<file path="config.mk">
export PLATFORM = sky130hd
export DESIGN_NAME = alu_arbiter
export DESIGN_NICKNAME = d
export VERILOG_FILES = /design/src/rtl/alu_arbiter.sv
export SDC_FILE = /design/constraint.sdc
export NUM_CORES = 1
export LEC_CHECK = 0
export CAP_MARGIN = 40
export CORE_MARGIN = 2
export CORE_UTILIZATION = 44
export CTS_CLUSTER_DIAMETER = 50
export DETAILED_ROUTE_END_ITERATION = 8
export PLACE_DENSITY = 0.82
export SETUP_SLACK_MARGIN = 0.15
export SYNTH_ARGS = -nofsm -noshare
export SYNTH_HDL_FRONTEND = slang
export SYNTH_SLANG_ARGS = --single-unit
</file>
<file path="constraint.sdc">
create_clock -name clk -period 1.77 [get_ports clk]
set_input_delay 0.354 -clock clk [delete_from_list [all_inputs] [get_ports clk]]
set_output_delay 0.354 -clock clk [all_outputs]
set_load 0.005 [all_outputs]
</file>
<file path="src/rtl/alu_arbiter.sv">
// alu_arbiter: round-robin arbiter sharing one external combinational ALU between two requesters.
// Each operation runs IDLE (grant) -> EXEC (capture) -> RESP (hold until rsp_ready).
`default_nettype none

module alu_arbiter #(
    parameter int W  = 4,
    parameter int SW = 3
) (
    input  logic          clk,
    input  logic          rst_n,
    input  logic          req0,
    input  logic          req1,
    input  logic [W-1:0]  a0,
    input  logic [W-1:0]  b0,
    input  logic [W-1:0]  a1,
    input  logic [W-1:0]  b1,
    input  logic [SW-1:0] sel0,
    input  logic [SW-1:0] sel1,
    output logic          gnt0,
    output logic          gnt1,
    output logic [W-1:0]  alu_a,
    output logic [W-1:0]  alu_b,
    output logic [SW-1:0] alu_sel,
    input  logic [W-1:0]  alu_out,
    output logic          rsp_valid,
    output logic [W-1:0]  rsp_data,
    output logic          rsp_id,
    input  logic          rsp_ready,
    output logic          busy,
    output logic [7:0]    op_cnt
);

    typedef enum logic [1:0] {
        IDLE = 2'd0,
        EXEC = 2'd1,
        RESP = 2'd2
    } state_t;

    state_t state, state_nxt;
    logic   ptr;
    logic   win_idx;
    logic   any_req;
    logic   winner;

    always_ff @(posedge clk or negedge rst_n) begin
        if (!rst_n) begin
            state <= IDLE;
        end else begin
            state <= state_nxt;
        end
    end

    // Grants are combinational so they cover only the IDLE cycle of the win;
    // rst_n gating keeps them low while reset is held.
    always_comb begin
        state_nxt = state;
        gnt0      = 1'b0;
        gnt1      = 1'b0;
        any_req   = req0 | req1;
        winner    = (req0 && req1) ? ptr : req1;
        case (state)
            IDLE: begin
                if (any_req) begin
                    state_nxt = EXEC;
                    gnt0      = rst_n & ~winner;
                    gnt1      = rst_n & winner;
                end
            end
            EXEC: state_nxt = RESP;
            RESP: begin
                if (rsp_ready) begin
                    state_nxt = IDLE;
                end
            end
            default: state_nxt = IDLE;
        endcase
    end

    assign busy = (state != IDLE);

    always_ff @(posedge clk or negedge rst_n) begin
        if (!rst_n) begin
            ptr       <= 1'b0;
            win_idx   <= 1'b0;
            alu_a     <= '0;
            alu_b     <= '0;
            alu_sel   <= '0;
            rsp_valid <= 1'b0;
            rsp_data  <= '0;
            rsp_id    <= 1'b0;
            op_cnt    <= 8'd0;
        end else begin
            case (state)
                IDLE: begin
                    if (any_req) begin
                        alu_a   <= winner ? a1 : a0;
                        alu_b   <= winner ? b1 : b0;
                        alu_sel <= winner ? sel1 : sel0;
                        win_idx <= winner;
                        ptr     <= ~winner;
                    end
                end
                EXEC: begin
                    rsp_data  <= alu_out;
                    rsp_id    <= win_idx;
                    rsp_valid <= 1'b1;
                end
                RESP: begin
                    if (rsp_ready) begin
                        rsp_valid <= 1'b0;
                        op_cnt    <= op_cnt + 8'd1;
                    end
                end
                default: ;
            endcase
        end
    end

endmodule

`default_nettype wire

</file>
Word level (Yosys, flattened, before mapping). Cells that the tools add are included.

Add/sub/neg operators: 1. $mul: 0. Divide/modulo/power cells: 0. Magnitude comparators: 0. Equal/unequal tests: 4. Shifts and indexed selects: 0. Mux-type cells: 13. Bitwise operators: 4. Reduce and logical (&&, ||, !) cells: 8.

Operators by type and width (number): 8-bit by 1-bit adder with 8-bit output, second input constant (1); 4-bit 2-to-1 mux (2); 2-bit AND reduction (4); 1-bit 2-to-1 mux (6); 2-bit one-hot mux with 3 select lines (1); 2-bit 2-to-1 mux (2); 2-bit inequality test, second input constant (2); 2-bit nonzero test (2); 3-bit 2-to-1 mux (1); 1-bit AND (2); 2-bit by 1-bit equality test with 1-bit output, second input constant (1); 2-bit equality test, second input constant (1); 2-bit logical NOT (1); 1-bit one-hot mux with 2 select lines (1); 1-bit logical AND (1); 1-bit inverter (1); 1-bit bitwise OR (1).

Flip-flop bits (word level): 29. Latch bits: 0. Memory bits (writable): 0. ROM bits: 0. Bits of input ports: 31. Output and inout bits: 28. Logic and storage cells: 40. Memories: 0.

Logic depth before layout (Yosys ltp).
Word-level depth: 6. Depth in mapped cells: 5. Depth with buffers taken out: 4.

Worst setup path before layout. Ideal clock, no wire load.

Path type: reg-to-output. From: register state[1]. To: output gnt0. Arrival: 1.012 ns. Required time: 1.416 ns. Setup slack: 0.404 ns. Stages on the path, launching flop included: 5. Buffers on the path: 0. Cells stage by stage: dfrtp_1 nor2_2 inv_2 nor2_2 and3_1.

Word-level cells in the longest chain between the ends: 2.

Ends and longest elaborated chain: from (decl) (RTL line 39) `state_t state, state_nxt;`; from (signal assigned) (RTL line 49) `state <= state_nxt;`; 2-bit logical NOT (RTL line 61) `case (state)`; 1-bit 2-to-1 mux (RTL line 61); to (decl) (RTL line 19) `output logic gnt0,`.

Every way passes these cells.

Worst setup path in the final report.
From: input rst_n. To: output gnt1.

Word-level cells in the longest chain between the ends: 3.

Ends and longest elaborated chain: from (decl) (RTL line 10) `input logic rst_n,`; 1-bit AND (RTL line 66) `gnt1 = rst_n & winner;`; 1-bit 2-to-1 mux (RTL line 63) `if (any_req) begin`; 1-bit 2-to-1 mux (RTL line 61); to (decl) (RTL line 20) `output logic gnt1,`.

Every way passes these cells.

==> flow_summary.json <==
{
  "crit_required_ns": 1.42,
  "worst_setup_path_start_kind": "input port",
  "min_path_type": "input port to async pin",
  "power_density_nw_per_um2": 1470,
  "fin_crit_sh_pct": 92.3,
  "p_sw_share_pct": 33.5,
  "start_util_pct": 45.3,
  "clk_latency_ns": 0.33,
  "worst_pin_slew_ns": 0.486,
  "grt_overflow": 0,
  "antenna_found_initial": 0,
  "diodes": 0,
  "outcome": "finished clean",
  "grt_pass1_vias": 1260,
  "dieHeight_um": 59.4,
  "combPwrFrac_pct": 51.6,
  "netlist_area_um2": 1350,
  "syn_area_per_cell_um2": 10.3,
  "peakVddDrop_v": 0.000674,
  "num_io_pins": 59,
  "yosysWarnings": 0,
  "synth_top_cell_area_share_pct": 53.8,
  "final_cell_area_um2": 2110,
  "cts_tree": "built",
  "grt_pass1_wl_um": 5330,
  "power_switching_mw": 1.04,
  "drtIter0Drc": 23,
  "drc": 0,
  "clkSinkCount": 29,
  "finalClockSkew_ns": 0.00945,
  "wl_um": 3410,
  "hold_ws_ns": 0.478,
  "syn2layout_area_growth_pct": 56.7,
  "grt_setup_unrepaired": "yes",
  "firstDrtPassIters": 4,
  "rows": 20,
  "fin_ws_ns": 0.136,
  "cp_max_fo": 3,
  "grtUsageTotal_pct": 20.6,
  "clk_path_buf_depth": 2,
  "pre_cts_ws_ns": -0.321,
  "portBuffers": 58,
  "syn_inst": 131,
  "vias": 1307,
  "synth_nets": 163,
  "cts_root_buffer": "clkbuf_4",
  "die_area_um2": 3520,
  "nets": 237,
  "clockPowerShare_pct": 12.0,
  "p_int_mw": 2.06,
  "slew_headroom_pct": 67.5,
  "drive_gt1_share_pct": 19.4,
  "cap_violations": 0,
  "postLayoutCoreUtil_pct": 71.0,
  "worstSetupEndpointType": "primary output",
  "clkTransAtPathRegs_ns": 0.09,
  "ant_nets": 0,
  "placed_area_um2": 2000,
  "ys_top_cells_by_area": "dfrtp_1 (54%), a31oi_1 (5.6%), o21ai_0 (5.2%), a21oi_1 (4.8%), mux2_2 (4.2%)",
  "place_congestion": 0.763,
  "arrival_ns": 1.28,
  "setup_violations": 0,
  "synth_seq_cells": 29,
  "core_region_area_um2": 2980,
  "pwr-share-seq_pct": 36.3,
  "grt_max_degree": 30,
  "path_class": "input port to primary output",
  "viasPerCell": 5.47,
  "dp.final_hpwl_um": 2560,
  "yosysTopAreaCell": "dfrtp_1",
  "rrSetupSlack_ns": 0.31,
  "maxSlewViolCount": 0,
  "ys_types": 28,
  "cts-buffers-inserted": 5,
  "fmax_mhz": 612,
  "die_w_um": 59.4,
  "synth-seq-area-share_pct": 53.8,
  "total_power_mw": 3.10,
  "h-tree-depth": 2,
  "wl_per_cell_um": 14.3,
  "hold_viol": 0,
  "cts.hold.buffers_added": 0,
  "p_leak_nw": 0.954,
  "layout_min_cycle_time_ns": 1.63
}
-- layout make-up --
type / instances / area [um2]
clock buffer: 8 / 48.8
sequential: 29 / 726
multi-input combinational: 90 / 587
inverter: 4 / 15.0
fill: 234 / 865
timing repair buffer: 75 / 696
tap: 33 / 41.3
-- power by group through the flow --
stage | clock (mW) | sequential [mW] | combinational, mW
after global routing | 0.411 | 1.16 | 1.75
after global placement | 0 | 1.16 | 1.44
after floorplan | 0 | 1.18 | 0.636
after CTS | 0.384 | 1.14 | 1.58
final | 0.373 | 1.13 | 1.60
after detailed placement | 0 | 1.18 | 1.49
-- repair_timing --
action                                  4_1_cts  5_1_grt
pin swaps                                     4        1
gates resized for setup                      14        5
cloned                                        0        0
endpoints found under the setup margin        8        5
setup buffers                                 6        2
-- flip-flops by register name, indices dropped and copies added (netlist names) --
signal     cells
alu_sel        3
ptr            1
alu_b          4
rsp_valid      1
win_idx        1
rsp_data       4
state          2
rsp_id         1
alu_a          4
op_cnt         8
-- cell families after synthesis --
logic type,synth area share (%)
XOR/XNOR,4.55
AND/OR/NAND/NOR,15.3
multiplexers,5.29
adder cells (fa/ha/maj),0.927
AO/OA/AOI/OAI,16.1
flip-flops,53.8
buffers and inverters,3.99
-- layer usage --
| layer | routed length [um] | global-route usage [%] |
|---|---|---|
| met1 | 1310 | 21.3 |
| met2 | 1780 | 36.6 |
| met3 | 264 | 9.17 |
| met4 | 63 | 7.47 |
| met5 | 0 | 0 |
-- cells in the final DEF, fill, tap and decap left out, types with 3 or more instances in the layout --
cell type	count
a21oi_1	13
a31oi_1	12
buf_4	17
clkbuf_1	3
clkbuf_4	5
clkdlybuf4s50_1	51
dfrtp_1	29
inv_1	3
mux2_2	5
nand2_1	3
nand3_1	11
nor2_1	4
o21ai_0	14
xor2_1	5
-- synthesized netlist by cell type --
cell type / n
dfrtp_1: 29
o21ai_0: 14
a21oi_1: 13
a31oi_1: 12
nand3_1: 11
mux2_2: 5
nor2_1: 5
xor2_1: 5
buf_2: 4
nand2_1: 4
clkbuf_1: 3
inv_1: 3
nand2b_1: 2
nand4_1: 2
nor2_2: 2
nor2b_1: 2
nor3_2: 2
or2_1: 2
xnor2_1: 2
and3_1: 1
buf_4: 1
ha_1: 1
inv_2: 1
mux2_4: 1
nand4b_1: 1
nand4b_2: 1
nor3_1: 1
o21bai_1: 1
-- worst paths after layout --
| kind | depth (start not counted) | end | start |
|---|---|---|---|
| worst max-delay path | 4 | gnt1 | rst_n |
| worst min-delay path | 2 | op_cnt[6]$_DFFE_PN0P_ | rst_n |
| worst max register to register | 3 | rsp_data[2]$_DFFE_PN0P_ | state[1]$_DFFE_PN0P_ |
| worst min register to register | 1 | op_cnt[7]$_DFFE_PN0P_ | op_cnt[7]$_DFFE_PN0P_ |
| max in group asynchronous | 2 | op_cnt[0]$_DFFE_PN0P_ | rst_n |
| min in group clk | 1 | op_cnt[7]$_DFFE_PN0P_ | op_cnt[7]$_DFFE_PN0P_ |
-- through the flow --
step / setup TNS [ns] / cells
after global placement: -0.437 / 223
after detailed placement: -0.649 / 223
final: 0 / 239
after floorplan: 0 / 131
after CTS: 0 / 237
after global routing: 0 / 239
-- critical path: stages --
cell and delay [ns]:
clkdlybuf4s50_1 0.51, inv_1 0.06, nor3_1 0.20, clkbuf_2 0.15
(Power assumes the default switching activity.)
